**src/rtl/fp_add_sub_if.sv**
```systemverilog
// fp_add_sub_if: operand/result bundle for the pipelined FP adder/subtractor
interface fp_add_sub_if #(
  parameter int BIT = 32
);
  logic           in_valid;
  logic [BIT-1:0] A;
  logic [BIT-1:0] B;
  logic           add_or_sub;
  logic [BIT-1:0] S;
  logic           out_valid;
  modport master (output in_valid, A, B, add_or_sub, input S, out_valid);
  modport slave (input in_valid, A, B, add_or_sub, output S, out_valid);
endinterface

```
**src/rtl/fp_add_sub.sv**
```systemverilog
// fp_add_sub: pipelined binary32 A+B / A-B, round-to-nearest-even, latency 3.
// Define FP_ADD_SUB_SUBNORMAL_EN for gradual underflow; otherwise subnormals flush to zero.
module fp_add_sub #(
  parameter int EXP_W = 8,
  parameter int MAN_W = 23,
  parameter int BIT   = 32
) (
  input logic         clk,
  input logic         rst_,
  fp_add_sub_if.slave bus
);
  localparam int SW = MAN_W + 4;
  localparam int LW = $clog2(SW + 1);
  localparam int XW = EXP_W + 1;
  localparam int RW = EXP_W + MAN_W + 1;
  localparam logic [BIT-1:0] QNAN = {1'b0, {EXP_W{1'b1}}, 1'b1, {(MAN_W-1){1'b0}}};
  logic             r_v0, r_op;
  logic [BIT-1:0]   r_a, r_b;
  logic             r_v1, r_sign1, r_sub1, r_spec1;
  logic [EXP_W-1:0] r_e1;
  logic [SW-1:0]    r_x1, r_y1;
  logic [BIT-1:0]   r_sval1;
  logic             r_v2, r_sign2, r_sub2, r_spec2;
  logic [EXP_W-1:0] r_e2;
  logic [SW:0]      r_sum2;
  logic [BIT-1:0]   r_sval2;
  logic             r_ov;
  logic [BIT-1:0]   r_s;
  logic             w_sa, w_sb, w_swap, w_nan, w_inf_a, w_inf_b;
  logic [EXP_W-1:0] w_ea, w_eb, w_d;
  logic [MAN_W:0]   w_ma, w_mb, w_my;
  logic [LW-1:0]    w_sh1;
  logic [2*SW-1:0]  w_wide;
  logic [LW-1:0]    w_lz, w_sh3;
  logic [SW-1:0]    w_m;
  logic [XW-1:0]    w_e3;
  logic             w_tiny, w_up;
  logic [RW-1:0]    w_rnd;
  logic [BIT-1:0]   w_res;
  assign bus.S         = r_s;
  assign bus.out_valid = r_ov;
  // capture operands on in_valid
  always_ff @(posedge clk or negedge rst_)
    if (!rst_) begin
      r_v0 <= 1'b0;
      r_op <= 1'b0;
      r_a  <= '0;
      r_b  <= '0;
    end else begin
      r_v0 <= bus.in_valid;
      if (bus.in_valid) begin
        r_op <= bus.add_or_sub;
        r_a  <= bus.A;
        r_b  <= bus.B;
      end
    end
  // stage1 logic: unpack, classify specials, order by magnitude, align smaller operand
  always_comb begin
    w_sa = r_a[BIT-1];
    w_sb = r_b[BIT-1] ^ r_op;
`ifdef FP_ADD_SUB_SUBNORMAL_EN
    w_ea = (r_a[BIT-2:MAN_W] == '0) ? EXP_W'(1) : r_a[BIT-2:MAN_W];
    w_eb = (r_b[BIT-2:MAN_W] == '0) ? EXP_W'(1) : r_b[BIT-2:MAN_W];
    w_ma = {|r_a[BIT-2:MAN_W], r_a[MAN_W-1:0]};
    w_mb = {|r_b[BIT-2:MAN_W], r_b[MAN_W-1:0]};
`else
    w_ea = r_a[BIT-2:MAN_W];
    w_eb = r_b[BIT-2:MAN_W];
    w_ma = (w_ea == '0) ? '0 : {1'b1, r_a[MAN_W-1:0]};
    w_mb = (w_eb == '0) ? '0 : {1'b1, r_b[MAN_W-1:0]};
`endif
    w_inf_a = &r_a[BIT-2:MAN_W] & ~|r_a[MAN_W-1:0];
    w_inf_b = &r_b[BIT-2:MAN_W] & ~|r_b[MAN_W-1:0];
    w_nan = (&r_a[BIT-2:MAN_W] & |r_a[MAN_W-1:0]) | (&r_b[BIT-2:MAN_W] & |r_b[MAN_W-1:0]) |
            (w_inf_a & w_inf_b & (w_sa ^ w_sb));
    w_swap = {w_eb, w_mb} > {w_ea, w_ma};
    w_d = w_swap ? w_eb - w_ea : w_ea - w_eb;
    w_sh1 = (w_d > EXP_W'(SW)) ? LW'(SW) : LW'(w_d);
    w_my = w_swap ? w_ma : w_mb;
    w_wide = {w_my, {(SW+3){1'b0}}} >> w_sh1;
  end
  // stage1 register: larger operand, aligned smaller operand with sticky, special result
  always_ff @(posedge clk or negedge rst_)
    if (!rst_) begin
      r_v1    <= 1'b0;
      r_sign1 <= 1'b0;
      r_sub1  <= 1'b0;
      r_spec1 <= 1'b0;
      r_e1    <= '0;
      r_x1    <= '0;
      r_y1    <= '0;
      r_sval1 <= '0;
    end else begin
      r_v1 <= r_v0;
      if (r_v0) begin
        r_sign1 <= w_swap ? w_sb : w_sa;
        r_sub1  <= w_sa ^ w_sb;
        r_spec1 <= w_nan | w_inf_a | w_inf_b;
        r_e1    <= w_swap ? w_eb : w_ea;
        r_x1    <= {w_swap ? w_mb : w_ma, 3'b000};
        r_y1    <= {w_wide[2*SW-1:SW+1], w_wide[SW] | |w_wide[SW-1:0]};
        r_sval1 <= w_nan ? QNAN : {w_inf_a ? w_sa : w_sb, {EXP_W{1'b1}}, {MAN_W{1'b0}}};
      end
    end
  // stage2 register: significand add/subtract with carry-out
  always_ff @(posedge clk or negedge rst_)
    if (!rst_) begin
      r_v2    <= 1'b0;
      r_sign2 <= 1'b0;
      r_sub2  <= 1'b0;
      r_spec2 <= 1'b0;
      r_e2    <= '0;
      r_sum2  <= '0;
      r_sval2 <= '0;
    end else begin
      r_v2 <= r_v1;
      if (r_v1) begin
        r_sign2 <= r_sign1;
        r_sub2  <= r_sub1;
        r_spec2 <= r_spec1;
        r_e2    <= r_e1;
        r_sum2  <= r_sub1 ? {1'b0, r_x1} - {1'b0, r_y1} : {1'b0, r_x1} + {1'b0, r_y1};
        r_sval2 <= r_sval1;
      end
    end
  // stage3 logic: leading-zero normalize, round to nearest even, pack, specials
  always_comb begin
    w_lz = LW'(SW);
    for (int i = 0; i < SW; i++) if (r_sum2[i]) w_lz = LW'(SW - 1 - i);
`ifdef FP_ADD_SUB_SUBNORMAL_EN
    w_sh3 = ({1'b0, r_e2} > XW'(w_lz)) ? w_lz : LW'(r_e2 - EXP_W'(1));
    w_tiny = 1'b0;
`else
    w_sh3 = w_lz;
    w_tiny = ~r_sum2[SW] & ({1'b0, r_e2} <= XW'(w_lz));
`endif
    w_m = r_sum2[SW] ? {r_sum2[SW:2], |r_sum2[1:0]} : r_sum2[SW-1:0] << w_sh3;
    w_e3 = r_sum2[SW] ? {1'b0, r_e2} + XW'(1) : (w_m[SW-1] ? {1'b0, r_e2} - XW'(w_sh3) : '0);
    w_up = w_m[2] & (w_m[1] | w_m[0] | w_m[3]);
    w_rnd = {w_e3, w_m[SW-2:3]} + RW'(w_up);
    w_res = r_spec2 ? r_sval2 :
            (r_sum2 == '0) ? {~r_sub2 & r_sign2, {(BIT-1){1'b0}}} :
            w_tiny ? {r_sign2, {(BIT-1){1'b0}}} :
            (w_rnd[RW-1:MAN_W] >= {1'b0, {EXP_W{1'b1}}}) ? {r_sign2, {EXP_W{1'b1}}, {MAN_W{1'b0}}} :
            {r_sign2, w_rnd[RW-2:0]};
  end
  // stage3 register: result holds until the next valid operation arrives
  always_ff @(posedge clk or negedge rst_)
    if (!rst_) begin
      r_ov <= 1'b0;
      r_s  <= '0;
    end else begin
      r_ov <= r_v2;
      if (r_v2) r_s <= w_res;
    end
endmodule

```
**src/flat_wrapper.sv**
```systemverilog
// flat-port wrapper written by rule: the top's interface ports become plain ports
module fp_add_sub_flat 
#(
  parameter int EXP_W = 8,
  parameter int MAN_W = 23,
  parameter int BIT   = 32
)
  (clk, rst_, bus_in_valid, bus_A, bus_B, bus_add_or_sub, bus_S, bus_out_valid);
  fp_add_sub_if #(.BIT(BIT)) bus_i ();
  input logic clk;
  input logic rst_;
  input wire logic [$bits(bus_i.in_valid)-1:0] bus_in_valid;
  input wire logic [$bits(bus_i.A)-1:0] bus_A;
  input wire logic [$bits(bus_i.B)-1:0] bus_B;
  input wire logic [$bits(bus_i.add_or_sub)-1:0] bus_add_or_sub;
  output wire logic [$bits(bus_i.S)-1:0] bus_S;
  output wire logic [$bits(bus_i.out_valid)-1:0] bus_out_valid;
  assign bus_i.in_valid = bus_in_valid;
  assign bus_i.A = bus_A;
  assign bus_i.B = bus_B;
  assign bus_i.add_or_sub = bus_add_or_sub;
  assign bus_S = bus_i.S;
  assign bus_out_valid = bus_i.out_valid;
  fp_add_sub #(.EXP_W(EXP_W), .MAN_W(MAN_W), .BIT(BIT)) u_core (.clk(clk), .rst_(rst_), .bus(bus_i));
endmodule
```
**config.mk**
```make
export PLATFORM = sky130hd
export DESIGN_NAME = fp_add_sub_flat
export DESIGN_NICKNAME = d
export VERILOG_FILES = /design/src/rtl/fp_add_sub_if.sv /design/src/rtl/fp_add_sub.sv /design/src/flat_wrapper.sv
export SDC_FILE = /design/constraint.sdc
export NUM_CORES = 1
export LEC_CHECK = 0
export BUFFER_PORTS_ARGS = -buffer_cell sky130_fd_sc_hd__buf_2
export CAP_MARGIN = 20
export CORE_AREA = 2 2 166 168
export CTS_BUF_LIST = sky130_fd_sc_hd__clkbuf_2
export DETAILED_ROUTE_END_ITERATION = 16
export DIE_AREA = 0 0 168 170
export PLACE_DENSITY = 0.86
export SETUP_SLACK_MARGIN = 0.2
export SLEW_MARGIN = 0
export SYNTH_ARGS = -nofsm -noshare
export SYNTH_HDL_FRONTEND = slang
export SYNTH_SLANG_ARGS = --single-unit
```
**constraint.sdc**
```tcl
create_clock -name clk -period 10.41 [get_ports clk]
set_input_delay 0.5205 -clock clk [delete_from_list [all_inputs] [get_ports clk]]
set_output_delay 0.5205 -clock clk [all_outputs]
set_load 0.1 [all_outputs]
```
# After elaboration in Yosys (flattened, before gate mapping)
# Cells that the tools add are included.
# Widths: inputs -> output; s select.
# op_classes
bitwise	20
n_div	0
reduce_logical	11
n_lt_le_gt_ge	4
addsub	7
n_eq_ne	0
n_shift	2
mul	0
mux	45
# op_table
operator	n
$mux 24	4
$mux 32	3
$mux 5	17
$mux 31	2
$shr 54x5->54	1
$reduce_or 23->1	2
$add 32x1->32	1
$gt 32x32->1	1
$mux 4	8
$add 27x27->28	1
$logic_not 28->1	1
$mux 28	1
$sub 27x27->28	1
$mux 27	1
$reduce_or 27->1	1
$shl 27x5->27	1
$mux 9	2
$logic_not 8->1	2
$mux 8	2
$reduce_and 8->1	2
$sub 8x8->8	2
$add 8x1->9 const B	1
$and 1x1->1	9
$ge 9x8->1 const B	1
10 further kinds	22
# totals
latchBits	0
mem_bits_rw	0
rom_bits	0
n_memories	0
in_bits	68
wordCells	110
register_bits	266
out_inout_bits	33

# Logic depth before layout (Yosys ltp)
# logic_depth
ltp_word	38
mapped_depth	27
mapped_depth_nobuf	22

# Least setup slack after synthesis
# OpenSTA, ideal clock, no wires.
# synth_path
kind	flip-flop to flip-flop
start	register u_core.r_a[24]
end	register u_core.r_y1[0]
arrival_time_ns	5.421
n_path_buf	3
setup_time_ns	0.119
required_ns	10.291
setup_slack_ns	4.870
path_stages_with_launch	24
synth_period_minus_slack_ns	5.540
path_cell_list	dfrtp_1 nor4_1 nand2_1 clkbuf_1 clkbuf_1 clkbuf_1 inv_1 ha_1 a2111oi_0 o21ai_0 o22a_1 o21a_1 nor4_1 or3_1 nand3_1 nor3_4 mux2_2 mux2_2 a211oi_1 a21oi_1 or4_1 a211oi_1 nand4_1 o21a_1
# synth_via
elab_chain_len	9
word_cells_on_any_way	12
classes_between	add/sub (2); order compare (2); shift (1); mux (4); bitwise (1); reduce/logical (2)
# synth_rtl
element	line_no	text
start, declared	fp_add_sub.sv:18	logic [BIT-1:0] r_a, r_b;
start signal, assigned	fp_add_sub.sv:53	r_a <= bus.A;
$logic_not 8->1	fp_add_sub.sv:69	w_ma = (w_ea == '0) ? '0 : {1'b1, r_a[MAN_W-1:0]};
$mux 24	fp_add_sub.sv:69	
$gt 32x32->1	fp_add_sub.sv:76	w_swap = {w_eb, w_mb} > {w_ea, w_ma};
$mux 8	fp_add_sub.sv:77	w_d = w_swap ? w_eb - w_ea : w_ea - w_eb;
$gt 8x5->1	fp_add_sub.sv:78	w_sh1 = (w_d > EXP_W'(SW)) ? LW'(SW) : LW'(w_d);
$mux 5	fp_add_sub.sv:78	
$shr 54x5->54 (*)	fp_add_sub.sv:80	w_wide = {w_my, {(SW+3){1'b0}}} >> w_sh1;
$reduce_or 27->1	fp_add_sub.sv:101	r_y1 <= {w_wide[2*SW-1:SW+1], w_wide[SW] | |w_wide[SW-1:0]};
$or 1x1->1 (*)	fp_add_sub.sv:101	
end signal, assigned	fp_add_sub.sv:101	
end, declared	fp_add_sub.sv:21	logic [SW-1:0] r_x1, r_y1;
# Every way passes the cells marked *; elsewhere a longest branch is shown, timed or not.
# A chain may end at the register's enable or synchronous reset.

# Final worst setup path
# layout_path
start	register u_core.r_b[28]
end	register u_core.r_y1[0]
# layout_via
elab_chain_len	9
word_cells_on_any_way	12
classes_between	add/sub (2); order compare (2); shift (1); mux (4); bitwise (1); reduce/logical (2)
# layout_rtl
element	line_no	text
start, declared	fp_add_sub.sv:18	
start signal, assigned	fp_add_sub.sv:54	r_b <= bus.B;
$logic_not 8->1	fp_add_sub.sv:70	w_mb = (w_eb == '0) ? '0 : {1'b1, r_b[MAN_W-1:0]};
$mux 24	fp_add_sub.sv:70	
$gt 32x32->1	fp_add_sub.sv:76	
$mux 8	fp_add_sub.sv:77	
$gt 8x5->1	fp_add_sub.sv:78	
$mux 5	fp_add_sub.sv:78	
$shr 54x5->54 (*)	fp_add_sub.sv:80	
$reduce_or 27->1	fp_add_sub.sv:101	
$or 1x1->1 (*)	fp_add_sub.sv:101	
# Marked as above.

==> results_dict.tcl <==
set metrics [dict create \
    outcome "completed" \
    grt_max_degree 86 \
    p_total_mw 4.81 \
    grt_pass1_vias 17157 \
    clock_path_buffers 3 \
    vias 17807 \
    synthArstFlopShare_pct 100 \
    seqCellArea_um2 5210 \
    initial_utilization_pct 66.5 \
    gp_congestion 1.07 \
    die_area_um2 28600 \
    grt_pass1_wl_um 93800 \
    cts_setup_buffers 0 \
    post_drt_wl_per_cell_um 22.6 \
    numClockSinks 208 \
    core_area_um2 26700 \
    netlist_area_um2 17700 \
    worst_pin_slew_ns 1.09 \
    dr.pass1.iters 8 \
    relSlewSlack_pct 27.5 \
    cts_max_level 2 \
    cts_tree "yes" \
    post-place-ws_ns 3.21 \
    fin_util_pct 72.5 \
    ioPinCount 101 \
    rsz0062_at_grt "no" \
    arrival_ns 8.17 \
    place_hpwl_um 43000 \
    die_x_um 168 \
    final-setup-viol-count 0 \
    drive_above_1_share_pct 16.1 \
    nets 2417 \
    power.leakage_nw 8.28 \
    max-vdd-ir-drop_mv 0.199 \
    drv_cap 0 \
    wl_um 59400 \
    ant_nets 0 \
    multi_input_area_um2 11400 \
    cts_made_buffers 54 \
    yosys_register_bits 208 \
    layout_commonest_cell "dfrtp_1" \
    area_delta_synth_final_pct 9.06 \
    period_share_pct 70.8 \
    skew_ns 0.0964 \
    path_class "reg -> reg" \
    fillCellCount 2061 \
    setup_slack_ns 3.04 \
    cp.required_ns 11.21 \
    yosysWarnings 0 \
    synthesis.nets 2312 \
    worstReg2RegStart "u_core.r_b[28]$_DFFE_PN0P_" \
    grt_antenna_before_repair 1 \
    crit_fanout 26 \
    postCtsHoldBufs 66 \
    hold_viol 0 \
    fin_crit_ns 7.37 \
    path_clk_slew_ns 0.12 \
    r2r_setup_slack_ns 3.04 \
    synth_ff_type "dfrtp_1" \
    fmax_mhz 136 \
    gr-total-overflow 0 \
    synth_edf_count 0 \
    cts_resized 0 \
    synth_cell_types 109 \
    vias_per_cell 6.78 \
    clk_latency_ns 0.91 \
    synth.avg_cell_area_um2 8.26 \
    synth_cells 2144 \
    die_h_um 170 \
    rows 60 \
    regToRegEndpoint "u_core.r_y1[0]$_DFFE_PN0P_" \
    hold_path.class "in -> async" \
    hold_ws_ns 0.146 \
    drcViolationCount 0 \
    portBuffers 100 \
    worstRegToRegCells 21 \
    critPathCaptureType "flop" \
    root_buffer "clkbuf_2" \
    drtIter0Drc 1944 \
    cp-start-kind "flop" \
    slew_viol_final 0 \
    fin_tns_setup_ns 0 \
    yosysSeqAreaShare_pct 29.4 \
    p_per_area_nw_per_um2 249 \
    grtUsageTotal_pct 41.4 \
    final_cell_mix "dfrtp_1, nor2_1, nand2_1, a21oi_1, inv_1" \
]
area by class of cell:
cell class,count,area share [%]
inverters,134,2.61
repair buffers,187,6.94
well taps,341,2.21
flip-flops and latches,208,27.0
multi-input cells,1664,58.9
diodes,1,0.0130
clock buffers,66,1.71
clock inverters,25,0.699
cell usage after synthesis, types with 30 or more instances:
library cell	n	area (µm²)
mux2i_1	72	721
nand2_1	184	691
nor2_1	199	747
o22ai_1	30	188
mux2_2	88	991
xnor2_1	34	298
and2_1	30	188
a21oi_1	170	851
inv_1	127	477
ha_1	96	1200
clkbuf_1	90	338
nor4_1	43	269
dfrtp_1	208	5200
nand3_1	76	380
o21ai_0	123	616
nor3_1	37	185
how the worst max path moves through the flow:
stage                                from  slack (ns)  cells past startpoint                    endpoint
4_1_cts        u_core.r_b[28]$_DFFE_PN0P_        3.19                     21  u_core.r_y1[0]$_DFFE_PN0P_
5_1_grt        u_core.r_b[24]$_DFFE_PN0P_        2.49                     22  u_core.r_y1[0]$_DFFE_PN0P_
3_3_place_gp   u_core.r_b[24]$_DFFE_PN0P_        3.29                     21  u_core.r_y1[0]$_DFFE_PN0P_
6_report       u_core.r_b[28]$_DFFE_PN0P_        3.04                     21  u_core.r_y1[0]$_DFFE_PN0P_
3_5_place_dp   u_core.r_b[28]$_DFFE_PN0P_        3.21                     21  u_core.r_y1[0]$_DFFE_PN0P_
2_1_floorplan  u_core.r_a[24]$_DFFE_PN0P_        4.87                     23  u_core.r_y1[0]$_DFFE_PN0P_
where the power goes:
group	total (mW)	leakage [nW]	switching (mW)	internal, mW
logic	2.97	5.46	1.98	0.987
registers	1.28	2.48	0.295	0.984
clock network	0.567	0.344	0.361	0.206
total	4.81	8.28	2.64	2.18
flip-flops by register name (all words and copies together) (netlist names), 3 cells and up:
register,count
u_core.r_b,32
u_core.r_sum2,28
u_core.r_a,32
u_core.r_x1,24
u_core.r_e2,8
u_core.r_sval2,3
u_core.r_y1,27
u_core.r_e1,8
u_core.bus.S,32
u_core.r_sval1,3
per-stage QoR:
stage	std cells	area (µm²)
3_3_place_gp	2466	18200
6_report	2626	19300
3_5_place_dp	2466	18200
5_1_grt	2626	19300
4_1_cts	2623	19300
2_1_floorplan	2144	17700
routing by layer:
metal  vias to the layer above  wire [µm]  GRT usage [%]
li1                       8086          -              -
met1                      8531      23300           51.8
met2                       952      27200           67.5
met3                       238       4710           6.72
met4                         0       4250           25.9
met5                         -          0              0
kinds of logic (layout without fill, tap and decap cells):
logic type | count (synthesis) | after routing | share of synthesized area, %
simple gates | 713 | 713 | 20.0
fa+ha+maj | 100 | 100 | 7.23
xor+xnor | 60 | 60 | 2.97
other cells | 0 | 1 | 0
compound gates | 630 | 630 | 24.2
buf+inv | 272 | 412 | 6.49
mux | 161 | 161 | 9.72
flops | 208 | 208 | 29.4
worst max-delay path, cell delays in order, from the launching register on:
cell	delay, ns
dfrtp_1	0.44
nor4_1	0.37
nand2_1	0.55
and2_1	0.45
ha_1	0.32
nand4_1	0.13
nor4_1	0.59
nand3_1	0.31
o21a_1	0.28
nor4b_1	0.38
or3_1	0.20
and3_1	0.44
and2_1	0.24
nand3b_1	0.51
buf_4	0.44
nor4_1	0.28
a41oi_1	0.07
and4_1	0.24
or4_1	0.51
a211oi_1	0.20
nand4_1	0.12
o21a_1	0.20
No activity file was read; power rests on OpenSTA's default activity.
